<file path="src/rtl/multicycle_controller.sv">
// Moore control FSM for the multi-cycle RV32I-subset core, with a retired-instruction counter.
// Strobes are gated by the reset level so that no write is seen once reset asserts.
module multicycle_controller (
  input  logic        clk,
  input  logic        rst,
  input  logic [6:0]  op,
  input  logic [2:0]  funct3,
  input  logic        funct7b5,
  input  logic        zero,
  output logic        pcWrite,
  output logic        adrSrc,
  output logic        irWrite,
  output logic        memWrite,
  output logic        regWrite,
  output logic [1:0]  aluSrcA,
  output logic [1:0]  aluSrcB,
  output logic [2:0]  aluControl,
  output logic [2:0]  immSrc,
  output logic [1:0]  resultSrc,
  output logic        halted,
  output logic [31:0] instRetired
);

  localparam int unsigned CNT_W = 32;

  localparam logic [3:0] S_FETCH    = 4'd0;
  localparam logic [3:0] S_DECODE   = 4'd1;
  localparam logic [3:0] S_MEMADR   = 4'd2;
  localparam logic [3:0] S_MEMREAD  = 4'd3;
  localparam logic [3:0] S_MEMWB    = 4'd4;
  localparam logic [3:0] S_MEMWRITE = 4'd5;
  localparam logic [3:0] S_EXECR    = 4'd6;
  localparam logic [3:0] S_EXECI    = 4'd7;
  localparam logic [3:0] S_ALUWB    = 4'd8;
  localparam logic [3:0] S_BRANCH   = 4'd9;
  localparam logic [3:0] S_JAL      = 4'd10;
  localparam logic [3:0] S_JALR     = 4'd11;
  localparam logic [3:0] S_JALRPC   = 4'd12;
  localparam logic [3:0] S_LUI      = 4'd13;
  localparam logic [3:0] S_HALT     = 4'd14;

  localparam logic [6:0] OP_LW   = 7'b0000011;
  localparam logic [6:0] OP_SW   = 7'b0100011;
  localparam logic [6:0] OP_R    = 7'b0110011;
  localparam logic [6:0] OP_I    = 7'b0010011;
  localparam logic [6:0] OP_BR   = 7'b1100011;
  localparam logic [6:0] OP_JAL  = 7'b1101111;
  localparam logic [6:0] OP_JALR = 7'b1100111;
  localparam logic [6:0] OP_LUI  = 7'b0110111;

  localparam logic [2:0] ALU_ADD  = 3'b000;
  localparam logic [2:0] ALU_SUB  = 3'b001;
  localparam logic [2:0] ALU_AND  = 3'b010;
  localparam logic [2:0] ALU_OR   = 3'b011;
  localparam logic [2:0] ALU_XOR  = 3'b100;
  localparam logic [2:0] ALU_SLT  = 3'b101;
  localparam logic [2:0] ALU_SLTU = 3'b110;

  logic [3:0] state;
  logic [3:0] state_next;
  logic       pc_update;
  logic       branch;
  logic       taken;
  logic       ir_write;
  logic       mem_write;
  logic       reg_write;
  logic       retire;

  // funct3 -> ALU op shared by register and immediate arithmetic
  function automatic logic [2:0] alu_from_funct3(input logic [2:0] f3, input logic sub);
    case (f3)
      3'b000:  alu_from_funct3 = sub ? ALU_SUB : ALU_ADD;
      3'b010:  alu_from_funct3 = ALU_SLT;
      3'b011:  alu_from_funct3 = ALU_SLTU;
      3'b100:  alu_from_funct3 = ALU_XOR;
      3'b110:  alu_from_funct3 = ALU_OR;
      3'b111:  alu_from_funct3 = ALU_AND;
      default: alu_from_funct3 = ALU_ADD;
    endcase
  endfunction

  // State register
  always_ff @(posedge clk or negedge rst) begin
    if (!rst) state <= S_FETCH;
    else      state <= state_next;
  end

  // Next-state and Moore outputs
  always_comb begin
    state_next = state;
    pc_update  = 1'b0;
    branch     = 1'b0;
    ir_write   = 1'b0;
    mem_write  = 1'b0;
    reg_write  = 1'b0;
    adrSrc     = 1'b0;
    aluSrcA    = 2'b00;
    aluSrcB    = 2'b00;
    aluControl = ALU_ADD;
    resultSrc  = 2'b00;
    halted     = 1'b0;
    case (state)
      S_FETCH: begin
        ir_write   = 1'b1;
        aluSrcB    = 2'b10;
        resultSrc  = 2'b10;
        pc_update  = 1'b1;
        state_next = S_DECODE;
      end
      S_DECODE: begin
        aluSrcA = 2'b01;
        aluSrcB = 2'b01;
        case (op)
          OP_LW, OP_SW: state_next = (funct3 == 3'b010) ? S_MEMADR : S_HALT;
          OP_R:         state_next = (funct3[1:0] == 2'b01) ? S_HALT : S_EXECR;
          OP_I:         state_next = (funct3[1:0] == 2'b01) ? S_HALT : S_EXECI;
          OP_BR:        state_next = funct3[1] ? S_HALT : S_BRANCH;
          OP_JAL:       state_next = S_JAL;
          OP_JALR:      state_next = S_JALR;
          OP_LUI:       state_next = S_LUI;
          default:      state_next = S_HALT;
        endcase
      end
      S_MEMADR: begin
        aluSrcA    = 2'b10;
        aluSrcB    = 2'b01;
        state_next = (op == OP_SW) ? S_MEMWRITE : S_MEMREAD;
      end
      S_MEMREAD: begin
        adrSrc     = 1'b1;
        state_next = S_MEMWB;
      end
      S_MEMWB: begin
        resultSrc  = 2'b01;
        reg_write  = 1'b1;
        state_next = S_FETCH;
      end
      S_MEMWRITE: begin
        adrSrc     = 1'b1;
        mem_write  = 1'b1;
        state_next = S_FETCH;
      end
      S_EXECR: begin
        aluSrcA    = 2'b10;
        aluControl = alu_from_funct3(funct3, funct7b5);
        state_next = S_ALUWB;
      end
      S_EXECI: begin
        aluSrcA    = 2'b10;
        aluSrcB    = 2'b01;
        aluControl = alu_from_funct3(funct3, 1'b0);
        state_next = S_ALUWB;
      end
      S_ALUWB: begin
        reg_write  = 1'b1;
        state_next = S_FETCH;
      end
      S_BRANCH: begin
        aluSrcA    = 2'b10;
        branch     = 1'b1;
        aluControl = funct3[2] ? ALU_SLT : ALU_SUB;
        state_next = S_FETCH;
      end
      S_JAL: begin
        aluSrcA    = 2'b01;
        aluSrcB    = 2'b10;
        pc_update  = 1'b1;
        state_next = S_ALUWB;
      end
      S_JALR: begin
        aluSrcA    = 2'b10;
        aluSrcB    = 2'b01;
        state_next = S_JALRPC;
      end
      S_JALRPC: begin
        aluSrcA    = 2'b01;
        aluSrcB    = 2'b10;
        pc_update  = 1'b1;
        state_next = S_ALUWB;
      end
      S_LUI: begin
        resultSrc  = 2'b11;
        reg_write  = 1'b1;
        state_next = S_FETCH;
      end
      S_HALT: begin
        halted = 1'b1;
      end
      default: state_next = S_HALT;
    endcase
  end

  // Branch condition: blt/bge read the slt result through the zero flag
  always_comb begin
    case (funct3)
      3'b000:  taken = zero;
      3'b001:  taken = !zero;
      3'b100:  taken = !zero;
      3'b101:  taken = zero;
      default: taken = 1'b0;
    endcase
  end

  // Immediate format depends only on the opcode
  always_comb begin
    case (op)
      OP_SW:   immSrc = 3'b001;
      OP_BR:   immSrc = 3'b010;
      OP_JAL:  immSrc = 3'b011;
      OP_LUI:  immSrc = 3'b100;
      default: immSrc = 3'b000;
    endcase
  end

  assign pcWrite  = rst & (pc_update | (branch & taken));
  assign irWrite  = rst & ir_write;
  assign memWrite = rst & mem_write;
  assign regWrite = rst & reg_write;

  assign retire = (state == S_MEMWB) || (state == S_MEMWRITE) || (state == S_ALUWB) ||
                  (state == S_BRANCH) || (state == S_LUI);

  // Retired-instruction counter, wraps naturally
  always_ff @(posedge clk or negedge rst) begin
    if (!rst)        instRetired <= '0;
    else if (retire) instRetired <= instRetired + CNT_W'(1);
  end

endmodule

</file>
<file path="config.mk">
export PLATFORM = sky130hd
export DESIGN_NAME = multicycle_controller
export DESIGN_NICKNAME = d
export VERILOG_FILES = /design/src/rtl/multicycle_controller.sv
export SDC_FILE = /design/constraint.sdc
export NUM_CORES = 1
export LEC_CHECK = 0
export CAP_MARGIN = 20
export CORE_MARGIN = 2
export CORE_UTILIZATION = 25
export DETAILED_ROUTE_END_ITERATION = 10
export PLACE_DENSITY = 0.46
export SLEW_MARGIN = 15
export SYNTH_ARGS = -nofsm -noshare
export SYNTH_HDL_FRONTEND = slang
export SYNTH_SLANG_ARGS = --single-unit
</file>
<file path="constraint.sdc">
create_clock -name clk -period 1.7 [get_ports clk]
set_input_delay 0.425 -clock clk [delete_from_list [all_inputs] [get_ports clk]]
set_output_delay 0.425 -clock clk [all_outputs]
set_load 0.01 [all_outputs]
</file>
==> reports/results.ini, run 1 <==
[setup_path]
slowest_stage=dfrtp_2
worstPathMaxFanout=4
critPathCaptureType=primary output
timing.rr.start=state[3]
ff2ff_path_depth=8
required_ns=1.27
cp-start-kind=flop
crit_family=simple AND/OR/NAND/NOR gates
worstSetupPathType=flop to primary output
path_cells=nand2b_4, or3_4, nor3_2, o21a_1, buf_2
path_buf_inv=1
cp.arrival_ns=1.67
r2r_slack_ns=-0.13
r2r_end=instRetired[18]
max_stage_delay_ns=0.45

[timing]
tightest_slew_ns=0.473
grt_setup_unrepaired=yes
max_freq_ghz=0.477
tns_ns=-4.34
whs_ns=0.303
setup_ws_ns=-0.397
min_period_ns=2.10
fin_skew_ns=0.00447
maxSlewViolCount=0
setup_violations=34
period_share_pct=123
slew_headroom_pct=68.5
hold_viol_final=0

[placement]
place_congestion=0.820
pre_cts_ws_ns=-0.720
dpl-instance-area_um2=3380
dpl.hpwl_um=4760
dp_cells=468
port_buffers=63

[synthesis]
synth_ff_type=dfrtp_1
synthCells=243
synthTopCellsByArea=dfrtp_1 (41%), xnor2_1 (11%), nand2_1 (4.5%), xor2_1 (4.0%), nor2_1 (4.0%)
synth.largest_area_cell=dfrtp_1
synth_top_area_share_pct=41.5
synth_area_per_cell_um2=8.94
synth_edf_count=0
syn_area_um2=2170
synth.net_count=258
yosysUniqueCellTypes=41
ys_warn_count=0
async_flop_share_pct=100
synth_seq_cells=36
ys_seq_area_share_pct=41.5

[cts]
cts_root_buf=clkbuf_8
htree_levels=2
path_clk_slew_ns=0.08
numCtsBuffers=5
insertion_delay_ns=0.29
clockBufferDepth=2
cts_tree=built
postCtsHoldBufs=0
cts_sinks=36

[routing]
drt-pass1-iter-count=4
wl_um=6370
drtIter0Drc=46
dr_total_vias=2285
drc=0
wl_per_cell_um=12.7
via_per_inst=4.57
final_antenna_net_count=0

[floorplan]
die_y_um=97.2
dieWidth_um=97.2
dieArea_um2=9450
pin_count=64
initial_core_util_pct=25.4
rows=34
coreArea_um2=8550

[finish]
layout.nets=406
diodes=0
syn_to_final_growth_pct=72.6
num-fill-cells=865
layout_commonest_cell=buf_4
drive_gt1_share_pct=40.8
final_core_util_pct=43.8
layout_common_cells=buf_4 (80), dfrtp_1 (31), xnor2_1 (26)
stdcell_count=500
finish.instance_area_um2=3750

[run]
drv_cap=0

[power_and_ir_drop]
clkPwrFrac_pct=16.1
p_switching_mw=1.47
ir_drop_mv=0.404
total_power_mw=3.97
powerDensity_nw_per_um2=1060
pwr-share-comb_pct=55.6
p_leak_nw=1.89
p_sw_share_pct=37.1
pwr-share-seq_pct=28.3
internal-power_mw=2.50

[global_routing]
antenna_found_initial=0
grt_overflow=0
gr-usage-all-layers_pct=13.2
grt_max_degree=37
grt_pass1_wl_um=10400
grt_pass1_vias=2218

[status]
violations=setup timing
outcome=finished with violations

[min_path]
hold_class=input pin to asynchronous set/reset pin

sequential cells by signal, summed over array words and instances, names as in the netlist:
signal / count
instRetired: 32
state: 4
area by class of cell:
class                   count  area, µm²  share of cell area, %
repair buffers            150       1220                   32.4
well taps                 108        135                   3.60
clock buffers               6       82.6                   2.20
flip-flops and latches     36        907                   24.2
inverters                   7       26.3                  0.701
clock inverters             2       10.0                  0.267
multi-input cells         191       1370                   36.6
what timing repair did:
| item | CTS | global route |
|---|---|---|
| pin swaps | 14 | 17 |
| setup endpoints to repair | 60 | 60 |
| resized for setup | 121 | 38 |
| buffers inserted | 12 | 16 |
worst max path at each step:
stage	depth (start not counted)	from	to
finish	5	state[1]	pcWrite
global route	8	state[3]	pcWrite
CTS	8	state[3]	pcWrite
detailed placement	6	funct3[0]	pcWrite
global placement	6	funct3[0]	pcWrite
floorplan	6	state[3]	pcWrite
cell usage after synthesis (6+ instances only):
cell	instances
xor2_1	10
clkbuf_1	7
nor2_1	23
xnor2_1	28
and3_1	11
dfrtp_1	36
nand3_1	15
o21ai_0	7
nor3_1	6
inv_1	6
nand2_1	26
nand4_1	9
a21oi_1	9
power groups by stage:
stage                     combinational, mW  sequential (mW)  clock, mW
final                                  2.20             1.12      0.639
after global routing                   2.42             1.14      0.708
after CTS                              2.16             1.11      0.655
after detailed placement               2.07             1.11          0
after global placement                 2.08             1.10          0
after floorplan                       0.887             1.15          0
worst register-to-register path: stages (launching register included):
cell and delay (ns):
dfrtp_2 0.46, buf_4 0.20, nor2_2 0.06, buf_4 0.14, nor4_4 0.30, buf_4 0.18, nand2_2 0.08, nor3_2 0.19
xor2_1 0.15
kinds of logic (layout without fill, tap and decap cells):
group | after synthesis | in the layout | share of synthesized area (%)
AND/OR/NAND/NOR | 118 | 118 | 30.1
adder cells (fa/ha/maj) | 1 | 1 | 0.576
buffers and inverters | 16 | 165 | 2.82
AO/OA/AOI/OAI | 34 | 34 | 9.74
flip-flops | 36 | 36 | 41.5
XOR/XNOR | 38 | 38 | 15.3
per-layer routing:
layer	wire [µm]	share of wire [%]	GRT usage, %	vias to the layer above
li1	-	-	-	1145
met1	2850	45	17.0	1077
met2	3130	49	22.2	55
met3	325	5.1	3.74	8
met4	65	1.0	2.88	0
met5	0	0	0	-
Power figures use the tool's default switching activity.
==> run 2, diff against run 1 <==
--- a/config.mk
+++ b/config.mk
@@ -6,6 +6,7 @@
 export NUM_CORES = 1
 export LEC_CHECK = 0
 export CAP_MARGIN = 20
+export CORE_ASPECT_RATIO = 1.1
 export CORE_MARGIN = 2
 export CORE_UTILIZATION = 25
 export DETAILED_ROUTE_END_ITERATION = 10
==> run 2 against run 1 <==
Compared with the run above:
- the flow still finishes with violations (setup timing)
- clock skew grew 0.0066 ns
- worst hold slack lost 0.18 ns
- flip-flop and latch count is the same
- via count grew 3.2%
- register-to-register slack is essentially flat
- sequential power is essentially flat
- largest power group unchanged
==> reports/results.ini, run 2 (synthesized netlist as in run 1, its figures left out) <==
[timing]
grt_setup_unrepaired=yes  ; unchanged
slew_headroom_pct=69.5  ; was 68.5%
maxSlewViolCount=0  ; unchanged
tightest_slew_ns=0.458  ; was 0.473 ns
setup_violations=37  ; was 34
fin_skew_ns=0.0111  ; was 0.00447 ns
hold_viol_final=0  ; unchanged
tns_ns=-5.24  ; was -4.34 ns
max_freq_ghz=0.471  ; was 0.477 GHz
min_period_ns=2.12  ; was 2.10 ns
period_share_pct=125  ; was 123%
whs_ns=0.120  ; was 0.303 ns
setup_ws_ns=-0.421  ; was -0.397 ns

[routing]
wl_per_cell_um=13.3  ; was 12.7 µm
drt-pass1-iter-count=4  ; unchanged
dr_total_vias=2357  ; was 2285
drtIter0Drc=44  ; was 46
wl_um=6870  ; was 6370 µm
via_per_inst=4.56  ; was 4.57
final_antenna_net_count=0  ; unchanged
drc=0  ; unchanged

[power_and_ir_drop]
powerDensity_nw_per_um2=1100  ; was 1060 nW/µm²
total_power_mw=4.43  ; was 3.97 mW
ir_drop_mv=0.544  ; was 0.404 mV
p_leak_nw=1.97  ; was 1.89 nW

[global_routing]
grt_overflow=0  ; unchanged
grt_max_degree=36  ; was 37
grt_pass1_vias=2286  ; was 2218
gr-usage-all-layers_pct=14.6  ; was 13.2%
antenna_found_initial=0  ; unchanged
grt_pass1_wl_um=11100  ; was 10400 µm

[floorplan]
coreArea_um2=8410  ; was 8550 µm²
dieArea_um2=9450  ; about the same
dieWidth_um=92.9  ; was 97.2 µm
initial_core_util_pct=25.8  ; was 25.4%
pin_count=64  ; unchanged
rows=35  ; was 34
die_y_um=102  ; was 97.2 µm

[setup_path]
worstPathMaxFanout=4  ; unchanged
max_stage_delay_ns=0.44  ; was 0.45 ns
worstSetupPathType=flop to primary output  ; unchanged
path_cells=nor2b_4, buf_6, nor3_2, a21oi_1, nor2_1, buf_4, o21a_1, buf_2  ; was nand2b_4, or3_4, nor3_2, o21a_1, buf_2
slowest_stage=dfrtp_2  ; unchanged
required_ns=1.27  ; about the same
critPathCaptureType=primary output  ; unchanged
crit_family=flip-flops  ; was simple AND/OR/NAND/NOR gates
cp-start-kind=flop  ; unchanged
r2r_slack_ns=-0.14  ; was -0.13 ns
cp.arrival_ns=1.70  ; was 1.67 ns
path_buf_inv=3  ; was 1

[finish]
largest-register=instRetired  ; unchanged
stdcell_count=517  ; was 500
drive_gt1_share_pct=46.1  ; was 40.8%
reg_top3=instRetired (32), state (4)  ; unchanged
largest_register_ffs=32  ; unchanged
final_core_util_pct=47.9  ; was 43.8%
multiInputGateArea_um2=1500  ; was 1370 µm²
layout_common_cells=buf_4 (88), dfrtp_1 (33), xnor2_1 (25)  ; was buf_4 (80), dfrtp_1 (31), xnor2_1 (26)
num-fill-cells=839  ; was 865
finish.instance_area_um2=4030  ; was 3750 µm²
diodes=0  ; unchanged
syn_to_final_growth_pct=85.3  ; was 72.6%
layout.nets=421  ; was 406
layout_commonest_cell=buf_4  ; unchanged
register_area_um2=905  ; was 907 µm²

[cts]
numCtsBuffers=5  ; unchanged
clockBufferDepth=2  ; unchanged
htree_levels=2  ; unchanged
cts_sinks=36  ; unchanged
cts_root_buf=clkbuf_8  ; unchanged
cts_tree=built  ; unchanged
path_clk_slew_ns=0.07  ; was 0.08 ns
insertion_delay_ns=0.29  ; about the same
postCtsHoldBufs=0  ; unchanged

[placement]
port_buffers=63  ; unchanged
dpl.hpwl_um=4770  ; was 4760 µm
place_congestion=0.784  ; was 0.820
dpl-instance-area_um2=3420  ; was 3380 µm²
dp_cells=476  ; was 468
pre_cts_ws_ns=-0.705  ; was -0.720 ns

[status]
violations=setup timing  ; unchanged
outcome=finished with violations  ; unchanged

[run]
drv_cap=0  ; unchanged

[min_path]
hold_class=input pin to asynchronous set/reset pin  ; unchanged

run 2: cell count changes in the layout (fill, tap and decap cells not counted), moves of 3 or more:
cell           delta
buf_4             +8
dlygate4sd2_1     +3
buf_6             +6
nand2_2           +3
nand2_1           -3
nand3_1           -3
run 2: repair_timing:
item                                    in CTS  in global routing
endpoints found under the setup margin      63                 57
gates cloned                                 0                  0
pin swaps                                   19                 26
resized for setup                          134                 54
setup buffers                               20                 17
run 2: routing by layer:
layer | track usage, % | vias to the layer above | share of wire (%)
met5 | 0 | - | 0
met3 | 3.50 | 9 | 4.5
li1 | - | 1173 | -
met1 | 17.9 | 1121 | 43
met4 | 4.41 | 0 | 1.3
met2 | 25.6 | 54 | 51
run 2: final cells by class:
class,count,share of cell area (%)
flip-flops and latches,36,22.5
clock buffers,7,2.39
multi-input cells,191,37.1
inverters,7,0.715
well taps,111,3.45
repair buffers,165,33.8
run 2: where the power goes:
part           total (mW)  internal, mW  switching, mW  leakage, nW
clock               0.668         0.361          0.307       0.0503
sequential           1.12         0.980          0.137        0.483
combinational        2.64          1.46           1.18         1.44
total                4.43          2.80           1.63         1.97
run 2: path summary, 6_finish.rpt:
path | from | to | depth (start not counted)
setup / recovery | state[1] | pcWrite | 8
hold / removal | rst | state[0] | 2
setup reg to reg | state[1] | instRetired[31] | 8
hold reg to reg | instRetired[31] | instRetired[31] | 1
max in group asynchronous | rst | state[3] | 2
min in group clk | instRetired[31] | instRetired[31] | 1
==> run 3, diff against run 2 <==
--- a/config.mk
+++ b/config.mk
@@ -11,7 +11,6 @@
 export CORE_UTILIZATION = 25
 export DETAILED_ROUTE_END_ITERATION = 10
 export PLACE_DENSITY = 0.46
-export SLEW_MARGIN = 15
 export SYNTH_ARGS = -nofsm -noshare
 export SYNTH_HDL_FRONTEND = slang
 export SYNTH_SLANG_ARGS = --single-unit
==> results of run 3 <==
Same layout as run 2: the final DEF is identical, and so are final timing and power.
